$ cat config.mk
export PLATFORM = sky130hd
export DESIGN_NAME = round_controller
export DESIGN_NICKNAME = d
export VERILOG_FILES = /design/src/rtl/rps_pkg.sv /design/src/rtl/key_debounce.sv /design/src/rtl/round_controller.sv
export SDC_FILE = /design/constraint.sdc
export NUM_CORES = 1
export LEC_CHECK = 0
export BUFFER_PORTS_ARGS = -buffer_cell sky130_fd_sc_hd__buf_2
export CORE_ASPECT_RATIO = 0.75
export CORE_MARGIN = 3
export CORE_UTILIZATION = 54
export DETAILED_ROUTE_END_ITERATION = 10
export GPL_ROUTABILITY_DRIVEN = 0
export PLACE_DENSITY_LB_ADDON = 0.12
export SLEW_MARGIN = 20
export SYNTH_ARGS = -nofsm -noshare
export SYNTH_HDL_FRONTEND = slang
export SYNTH_SLANG_ARGS = --single-unit
$ cat constraint.sdc
create_clock -name clock -period 4.94 [get_ports clock]
set_input_delay 0.988 -clock clock [delete_from_list [all_inputs] [get_ports clock]]
set_output_delay 0.988 -clock clock [all_outputs]
set_load 0.03 [all_outputs]
$ cat src/rtl/rps_pkg.sv
// Shared encodings for the rock-paper-scissors round controller: player choices,
// opponent modes, controller states and the round judging rule.
package rps_pkg;

  typedef enum logic [1:0] {
    ROCK           = 2'b00,
    SCISSOR        = 2'b01,
    PAPER          = 2'b10,
    CHOICE_ILLEGAL = 2'b11
  } choice_t;

  typedef enum logic [1:0] {
    MODE_RANDOM     = 2'b00,
    MODE_MARKOV     = 2'b01,
    MODE_REINFORCE  = 2'b10,
    MODE_RANDOM_ALT = 2'b11
  } mode_t;

  typedef enum logic [2:0] {
    IDLE,
    WAIT_READY,
    LATCH,
    SCORE,
    DRAW,
    WAIT_DRAW
  } state_t;

  typedef enum logic [1:0] {
    RES_VOID,
    RES_USER,
    RES_COM,
    RES_TIE
  } result_t;

  function automatic logic beats(input choice_t a, input choice_t b);
    return (a == ROCK    && b == SCISSOR) ||
           (a == SCISSOR && b == PAPER)   ||
           (a == PAPER   && b == ROCK);
  endfunction

  // An illegal choice on either side voids the round before anything else is judged.
  function automatic result_t judge(input choice_t u, input choice_t c);
    if (u == CHOICE_ILLEGAL || c == CHOICE_ILLEGAL) return RES_VOID;
    if (u == c) return RES_TIE;
    if (beats(u, c)) return RES_USER;
    return RES_COM;
  endfunction

endpackage

$ cat src/rtl/key_debounce.sv
// Synchronizes the raw active-low start key, debounces it and emits a one-cycle
// pulse on each accepted press; a key already held down at reset release is ignored.
module key_debounce #(
  parameter int SYNC_STAGES     = 2,
  parameter int DEBOUNCE_CYCLES = 500000
) (
  input  logic clock,
  input  logic reset_n,
  input  logic key_n,
  output logic press
);

  localparam int            CW       = $clog2(DEBOUNCE_CYCLES + 1);
  localparam logic [CW-1:0] CNT_LAST = CW'(DEBOUNCE_CYCLES - 1);

  logic [SYNC_STAGES-1:0] sync_q;
  logic [SYNC_STAGES-1:0] fill_q;
  logic [CW-1:0]          cnt;
  logic                   level;
  logic                   armed;
  logic                   sync_out;
  logic                   chain_valid;
  logic                   accept;

  assign sync_out    = sync_q[SYNC_STAGES-1];
  assign chain_valid = fill_q[SYNC_STAGES-1];
  assign accept      = (sync_out != level) && (cnt == CNT_LAST);

  always_ff @(posedge clock or negedge reset_n) begin
    if (!reset_n) begin
      // NOTE: the synchronizer resets to the released level so reset itself never looks like a press.
      sync_q <= '1;
      fill_q <= '0;
      level  <= 1'b1;
      cnt    <= '0;
      armed  <= 1'b0;
      press  <= 1'b0;
    end else begin
      // NOTE: non-blocking assignments let every flop sample the pre-edge value of its neighbour.
      sync_q[0] <= key_n;
      fill_q[0] <= 1'b1;
      for (int i = 1; i < SYNC_STAGES; i++) begin
        sync_q[i] <= sync_q[i-1];
        fill_q[i] <= fill_q[i-1];
      end

      // Only a key seen released after reset may produce presses.
      if (chain_valid && sync_out) armed <= 1'b1;

      press <= accept && !sync_out && armed;

      if (sync_out == level) begin
        cnt <= '0;
      end else if (accept) begin
        level <= sync_out;
        cnt   <= '0;
      end else begin
        cnt <= cnt + CW'(1);
      end
    end
  end

endmodule

$ cat src/rtl/round_controller.sv
// Round sequencer: takes a debounced start press, latches both choices, scores the
// round, asks the display engine to redraw and waits for it to finish.
module round_controller
  import rps_pkg::*;
#(
  parameter int SYNC_STAGES     = 2,
  parameter int DEBOUNCE_CYCLES = 500000
) (
  input  logic       clock,
  input  logic       reset_n,
  input  logic       start_n,
  input  logic [1:0] mode,
  input  logic [1:0] user,
  input  logic [1:0] com_ra,
  input  logic [1:0] com_m,
  input  logic [1:0] com_re,
  input  logic       re_ready,
  input  logic       draw_done,
  output logic [1:0] com_loaded,
  output logic [1:0] user_lat,
  output logic [7:0] user_score,
  output logic [7:0] com_score,
  output logic       uwin,
  output logic       cwin,
  output logic       equ,
  output logic       draw_start,
  output logic       round_done,
  output logic       busy
);

  state_t     state;
  logic       press;
  logic [1:0] com_pick;
  result_t    outcome;

  key_debounce #(
    .SYNC_STAGES     (SYNC_STAGES),
    .DEBOUNCE_CYCLES (DEBOUNCE_CYCLES)
  ) u_key_debounce (
    .clock   (clock),
    .reset_n (reset_n),
    .key_n   (start_n),
    .press   (press)
  );

  always_comb begin
    // NOTE: default assignment first so no path through the case can infer a latch.
    com_pick = com_ra;
    case (mode_t'(mode))
      MODE_MARKOV:    com_pick = com_m;
      MODE_REINFORCE: com_pick = com_re;
      default:        com_pick = com_ra;
    endcase
  end

  // Judged from the registers written in LATCH, so SCORE always sees this round's choices.
  assign outcome = judge(choice_t'(user_lat), choice_t'(com_loaded));
  assign busy    = (state != IDLE);

  always_ff @(posedge clock or negedge reset_n) begin
    if (!reset_n) begin
      state      <= IDLE;
      com_loaded <= '0;
      user_lat   <= '0;
      user_score <= '0;
      com_score  <= '0;
      uwin       <= 1'b0;
      cwin       <= 1'b0;
      equ        <= 1'b0;
      draw_start <= 1'b0;
      round_done <= 1'b0;
    end else begin
      draw_start <= 1'b0;
      round_done <= 1'b0;
      unique case (state)
        IDLE: begin
          if (press) begin
            state <= (mode_t'(mode) == MODE_REINFORCE && !re_ready) ? WAIT_READY : LATCH;
          end
        end
        WAIT_READY: begin
          if (re_ready) state <= LATCH;
        end
        LATCH: begin
          user_lat   <= user;
          com_loaded <= com_pick;
          state      <= SCORE;
        end
        SCORE: begin
          uwin <= (outcome == RES_USER);
          cwin <= (outcome == RES_COM);
          equ  <= (outcome == RES_TIE);
          if (outcome == RES_USER) user_score <= user_score + 8'd1;
          if (outcome == RES_COM)  com_score  <= com_score + 8'd1;
          round_done <= 1'b1;
          draw_start <= 1'b1;
          state      <= DRAW;
        end
        DRAW: begin
          state <= WAIT_DRAW;
        end
        WAIT_DRAW: begin
          if (draw_done) state <= IDLE;
        end
        default: state <= IDLE;
      endcase
    end
  end

endmodule
======== Yosys cells after proc, flatten, opt, wreduce, memory -nomap -nowiden ========
Index checks and enable logic that the tools add are counted.
storage, ports and cells
  flip-flop bits (word level) ............. 53
  output and inout bits ................... 26
  word-level logic and storage cells ...... 84
cells by class
  add/subtract/negate cells ............... 3
  equality and inequality tests ........... 23
  muxes and demuxes ....................... 21
  bitwise gates (word level) .............. 1
  reductions and logical operators ........ 21
operators by type and width
  kind                     count
  $mux W19                 2
  $add A19 B1 Y19 const B  1
  $eq A19 B19 Y1 const B   1
  $pmux W3 S6              1
  $add A8 B1 Y8 const B    2
  $eq A2 B2 Y1 const B     7
  $mux W2                  7
  $mux W3                  3
  $eq A2 B1 Y1 const B     4
  $logic_and A1 B1 Y1      8
  $mux W1                  7
  $eq A3 B2 Y1 const B     2
  $eq A3 B3 Y1 const B     2
  $reduce_and A2 Y1        3
  $logic_not A2 Y1         2
  $ne A2 B2 Y1 const B     2
  $pmux W2 S2              1
  $eq A3 B1 Y1 const B     1
  $logic_not A3 Y1         1
  $logic_or A1 B1 Y1       3
  $reduce_and A3 Y1        1
  $reduce_bool A3 Y1       1
  $eq A2 B2 Y1             1
  $logic_not A1 Y1         2
  other kinds (4)          4

======== Depth between registers and ports, before layout ========
  depth after elaboration ................. 12
  mapped depth ............................ 6
  depth with buffers taken out ............ 6

======== Hierarchy ========
A second synthesis with hierarchy kept.
unflattened totals
  cells, all modules ...................... 235
  area, all modules ....................... 2621.3 µm²
by module, submodules not included
  module            times used  cells an instance  area an instance (µm²)  seq. area each (µm²)
  round_controller  1           125                1402.6                  675.6
  key_debounce      1           110                1218.7                  654.4

======== Least setup slack after synthesis ========
OpenSTA, ideal clock, no wires.
  kind .................................... register -> register
  start ................................... reg com_loaded[1]
  end ..................................... reg com_score[1]
  library setup time ...................... 0.125 ns
  arrival time ............................ 1.943 ns
  slack ................................... 2.872 ns
  stages on the path, launching flop included .. 6
  cell sequence ........................... dfrtp_1 -> clkbuf_1 -> nor2b_1 -> a221oi_1 -> nand2b_1 -> mux2_2
between the ends
  word-level cells in the longest chain between the ends .. 12
ends and longest elaborated chain
  item                                           line                          RTL
  start: declaration                             round_controller.sv:19        output logic [1:0] com_loaded,
  start signal: assignment                       round_controller.sv:86        com_loaded <= com_pick;
  $eq A2 B1 Y1 or $eq A2 B2 Y1 (tied branches)   rps_pkg.sv:36, rps_pkg.sv:37
  $logic_and A1 B1 Y1, on equally long branches  rps_pkg.sv:36, rps_pkg.sv:37
  $logic_or A1 B1 Y1                             rps_pkg.sv:36                 return (a == ROCK && b == SCISSOR) ||
  $logic_or A1 B1 Y1                             rps_pkg.sv:37                 (a == SCISSOR && b == PAPER) ||
  $mux W1 (2 in a row)                           rps_pkg.sv:45                 if (beats(u, c)) return RES_USER;
  $mux W1                                        rps_pkg.sv:44                 if (u == c) return RES_TIE;
  $mux W2                                        rps_pkg.sv:46                 return RES_COM;
  $mux W2                                        rps_pkg.sv:45
  $mux W2 (*)                                    rps_pkg.sv:44
  $eq A2 B2 Y1 (*)                               round_controller.sv:94        if (outcome == RES_COM) com_score <= com_score + 8'd1;
  $reduce_and A2 Y1 (no source line) (*)         n/a
  end signal: assignment                         round_controller.sv:94
  end: declaration                               round_controller.sv:22        output logic [7:0] com_score,
Every way passes the cells marked *; elsewhere a longest branch is shown, timed or not. The select of a mux whose other input is x is not followed.
A chain may end at the register's enable or synchronous reset.

======== Worst setup path after layout ========
  start ................................... reg state[0]
  end ..................................... out busy
between the ends
  word-level cells in the longest chain between the ends .. 1
ends and longest elaborated chain
  item                      line                    RTL
  start: declaration        round_controller.sv:31  state_t state;
  start signal: assignment  round_controller.sv:78  state <= (mode_t'(mode) == MODE_REINFORCE && !re_ready) ? WAIT_READY : LATCH;
  $reduce_bool A3 Y1        round_controller.sv:58  assign busy = (state != IDLE);
  end: declaration          round_controller.sv:28  output logic busy
Every way passes these cells.

==> results.ini <==
[status]
status=finished, final reports clean

[power_and_ir_drop]
swShare_pct=39.3
p_comb_share_pct=32.0
clkPwrFrac_pct=20.5
p_int_mw=0.732
p_leak_nw=1.33
p_per_area_nw_per_um2=427
p_seq_share_pct=47.5
irDropWorstVdd_mv=0.314
p_switching_mw=0.474

[clock_tree]
cts_tree=built
cts_buffers=5
cts.repair.resized=0
cts_hold_buf=0
h-tree-depth=2
clockBufferDepth=2
cts_sinks=53
cts_setup_buffers=0
clk_latency_ns=0.31
clkTransAtPathRegs_ns=0.10
cts-root-buf=clkbuf_8

[drt]
dr.first_iter.drc_count=162
route.detailed.drc=0
wirelength_mm=4.70
vias=1829
drt_first_pass_iters=4
postRouteAntennaNets=0
vias_per_cell=5.46
wl_per_cell_um=14.0

[sta]
maxSlewHeadroom_pct=35.4
hold_viol=0
finalSetupViolCount=0
skew_ns=0.0170
rsz0062_at_grt=no
period_needed_ns=2.37
clock.fmax_ghz=0.421
totalNegativeSetupSlack_ns=0
finalCritPeriodShare_pct=48.1
maxSlewViolCount=0
tightest_slew_ns=0.969

[global_routing]
grt-ovfl-total=0
grt_use_total_pct=18.9
grt_pass1_wl_mm=8.04
antenna_found_initial=0
first_global_vias=1681
grt_max_degree=54

[placement]
io_buffers=40
dpl.cell_count=327
hpwl_mm=3.33

[layout]
final_common_cell=dfrtp_1
fin_util_pct=66.8
stdcell_count=335
diodes=0
layout_common_cells=dfrtp_1 (50), buf_2 (40), nor2_1 (22)
final_layout_size_suffix_gt1_share_pct=23.6
fillers=347
syn2layout_area_growth_pct=14.1
final_net_count=299

[yosys]
ys_ff_latch=53
syn_area_um2=2480
syn_nets=256
synth_area_per_cell_um2=10.5
ys_seq_area_share_pct=53.7
synth_edf_count=0
synthArstFlopShare_pct=100
yosys_most_used_dff=dfrtp_1
yosys_warnings=0
synth.distinct_cells=40
syn-instance-count=236

[floorplan]
ioPinCount=41
rows=20
die_area_um2=5440
die_y_um=64.6
core_area_um2=4230
start_util_pct=58.6
die_w_um=84.2

[worst_setup_path]
critPathRequiredTime_ns=3.95
crit_path_end_kind=output port
crit_fanout=8
worst_setup_path_start_kind=flip-flop
arrival_ns=1.39
path_class=flip-flop to output port

[worst_hold_path]
min_path_type=flip-flop to flip-flop

[job]
cap_violations=0

## power by group through the flow
stage / Clock, mW / Combinational [mW] / Sequential [mW]
2_1_floorplan: 0 / 0.197 / 0.652
3_3_place_gp: 0 / 0.381 / 0.574
3_5_place_dp: 0 / 0.387 / 0.578
4_1_cts: 0.257 / 0.388 / 0.571
5_1_grt: 0.279 / 0.419 / 0.585
6_report: 0.248 / 0.385 / 0.573
## metal layers
layer | wire length, um | GRT usage (%)
met5 | 0 | 0
met4 | 57 | 7.23
met3 | 272 | 4.70
met2 | 1940 | 26.0
met1 | 2430 | 28.5
## synth_stat cells (2+ instances only)
library cell | n | area [um^2]
xor2_1 | 17 | 149
a221oi_1 | 2 | 17.5
mux2_2 | 6 | 67.6
dfstp_2 | 3 | 78.8
nor4bb_1 | 3 | 30.0
nand2_1 | 19 | 71.3
nor2_1 | 22 | 82.6
o31ai_1 | 3 | 22.5
ha_1 | 5 | 62.6
o21ai_0 | 8 | 40.0
dfrtp_1 | 50 | 1250
nor3b_1 | 3 | 22.5
xnor2_1 | 11 | 96.3
a21o_1 | 2 | 15.0
clkbuf_1 | 4 | 15.0
or4_1 | 4 | 30.0
nor4_1 | 6 | 37.5
inv_1 | 11 | 41.3
a22oi_1 | 3 | 22.5
a21oi_1 | 10 | 50.1
nand4_1 | 8 | 50.1
or3_2 | 3 | 22.5
or3_1 | 3 | 18.8
nor3_1 | 8 | 40.0
nand3_1 | 7 | 35.0
## worst max-delay path, cell delays in order (launching register included)
cell and delay [ns]:
dfrtp_1 0.47, or3_1 0.42, buf_2 0.19
## state kept, by name, indices dropped and copies added, names as in the netlist, 2 cells and up
signal                 flops
user_lat                   2
user_score                 8
com_score                  8
u_key_debounce.sync_q      2
com_loaded                 2
u_key_debounce.cnt        19
state                      3
u_key_debounce.fill_q      2
## stage by stage
stage               power (mW)  cell area [um^2]  hold WS, ns  setup WS [ns]
floorplan                0.849              2480        0.331           2.87
global placement         0.955              2730        0.336           2.82
global route              1.28              2830        0.366           2.49
detailed placement       0.966              2730        0.344           2.75
finish                    1.21              2830        0.362           2.57
CTS                       1.22              2830        0.364           2.57
## final timing paths
path                                                     from                                 end  slack [ns]  cells after the start
setup / recovery                         state[0]$_DFFE_PN0P_                                busy        2.57                      2
hold / removal             u_key_debounce.sync_q[0]$_DFF_PN1_  u_key_debounce.sync_q[1]$_DFF_PN1_        0.36                      0
setup reg to reg                    com_loaded[1]$_DFFE_PN0N_            com_score[1]$_DFFE_PN0P_        2.75                      4
hold reg to reg            u_key_debounce.sync_q[0]$_DFF_PN1_  u_key_debounce.sync_q[1]$_DFF_PN1_        0.36                      0
max in group asynchronous                             reset_n            com_score[6]$_DFFE_PN0P_        3.71                      2
min in group asynchronous                             reset_n    u_key_debounce.cnt[11]$_DFF_PN0_        0.78                      2
## area by class of cell
type | instances | area, um^2 | share of cell area [%]
clock buffer | 5 | 68.8 | 2.43
clock inverter | 3 | 25.0 | 0.885
tap | 55 | 68.8 | 2.43
inverter | 11 | 41.3 | 1.46
sequential | 53 | 1330 | 47.1
multi-input combinational | 166 | 1080 | 38.1
timing repair buffer | 42 | 215 | 7.61
## cells by family after synthesis
group	Yosys count	synth area share, %
AOI/OAI and AO/OA	31	7.58
adders and majority gates	5	2.53
and+or+nand+nor	95	20.6
other	1	0.151
xor gates and xnor gates	28	9.90
buffers and inverters	17	2.78
DFF	53	53.7
muxes	6	2.73
No activity file was read; power rests on OpenSTA's default activity.
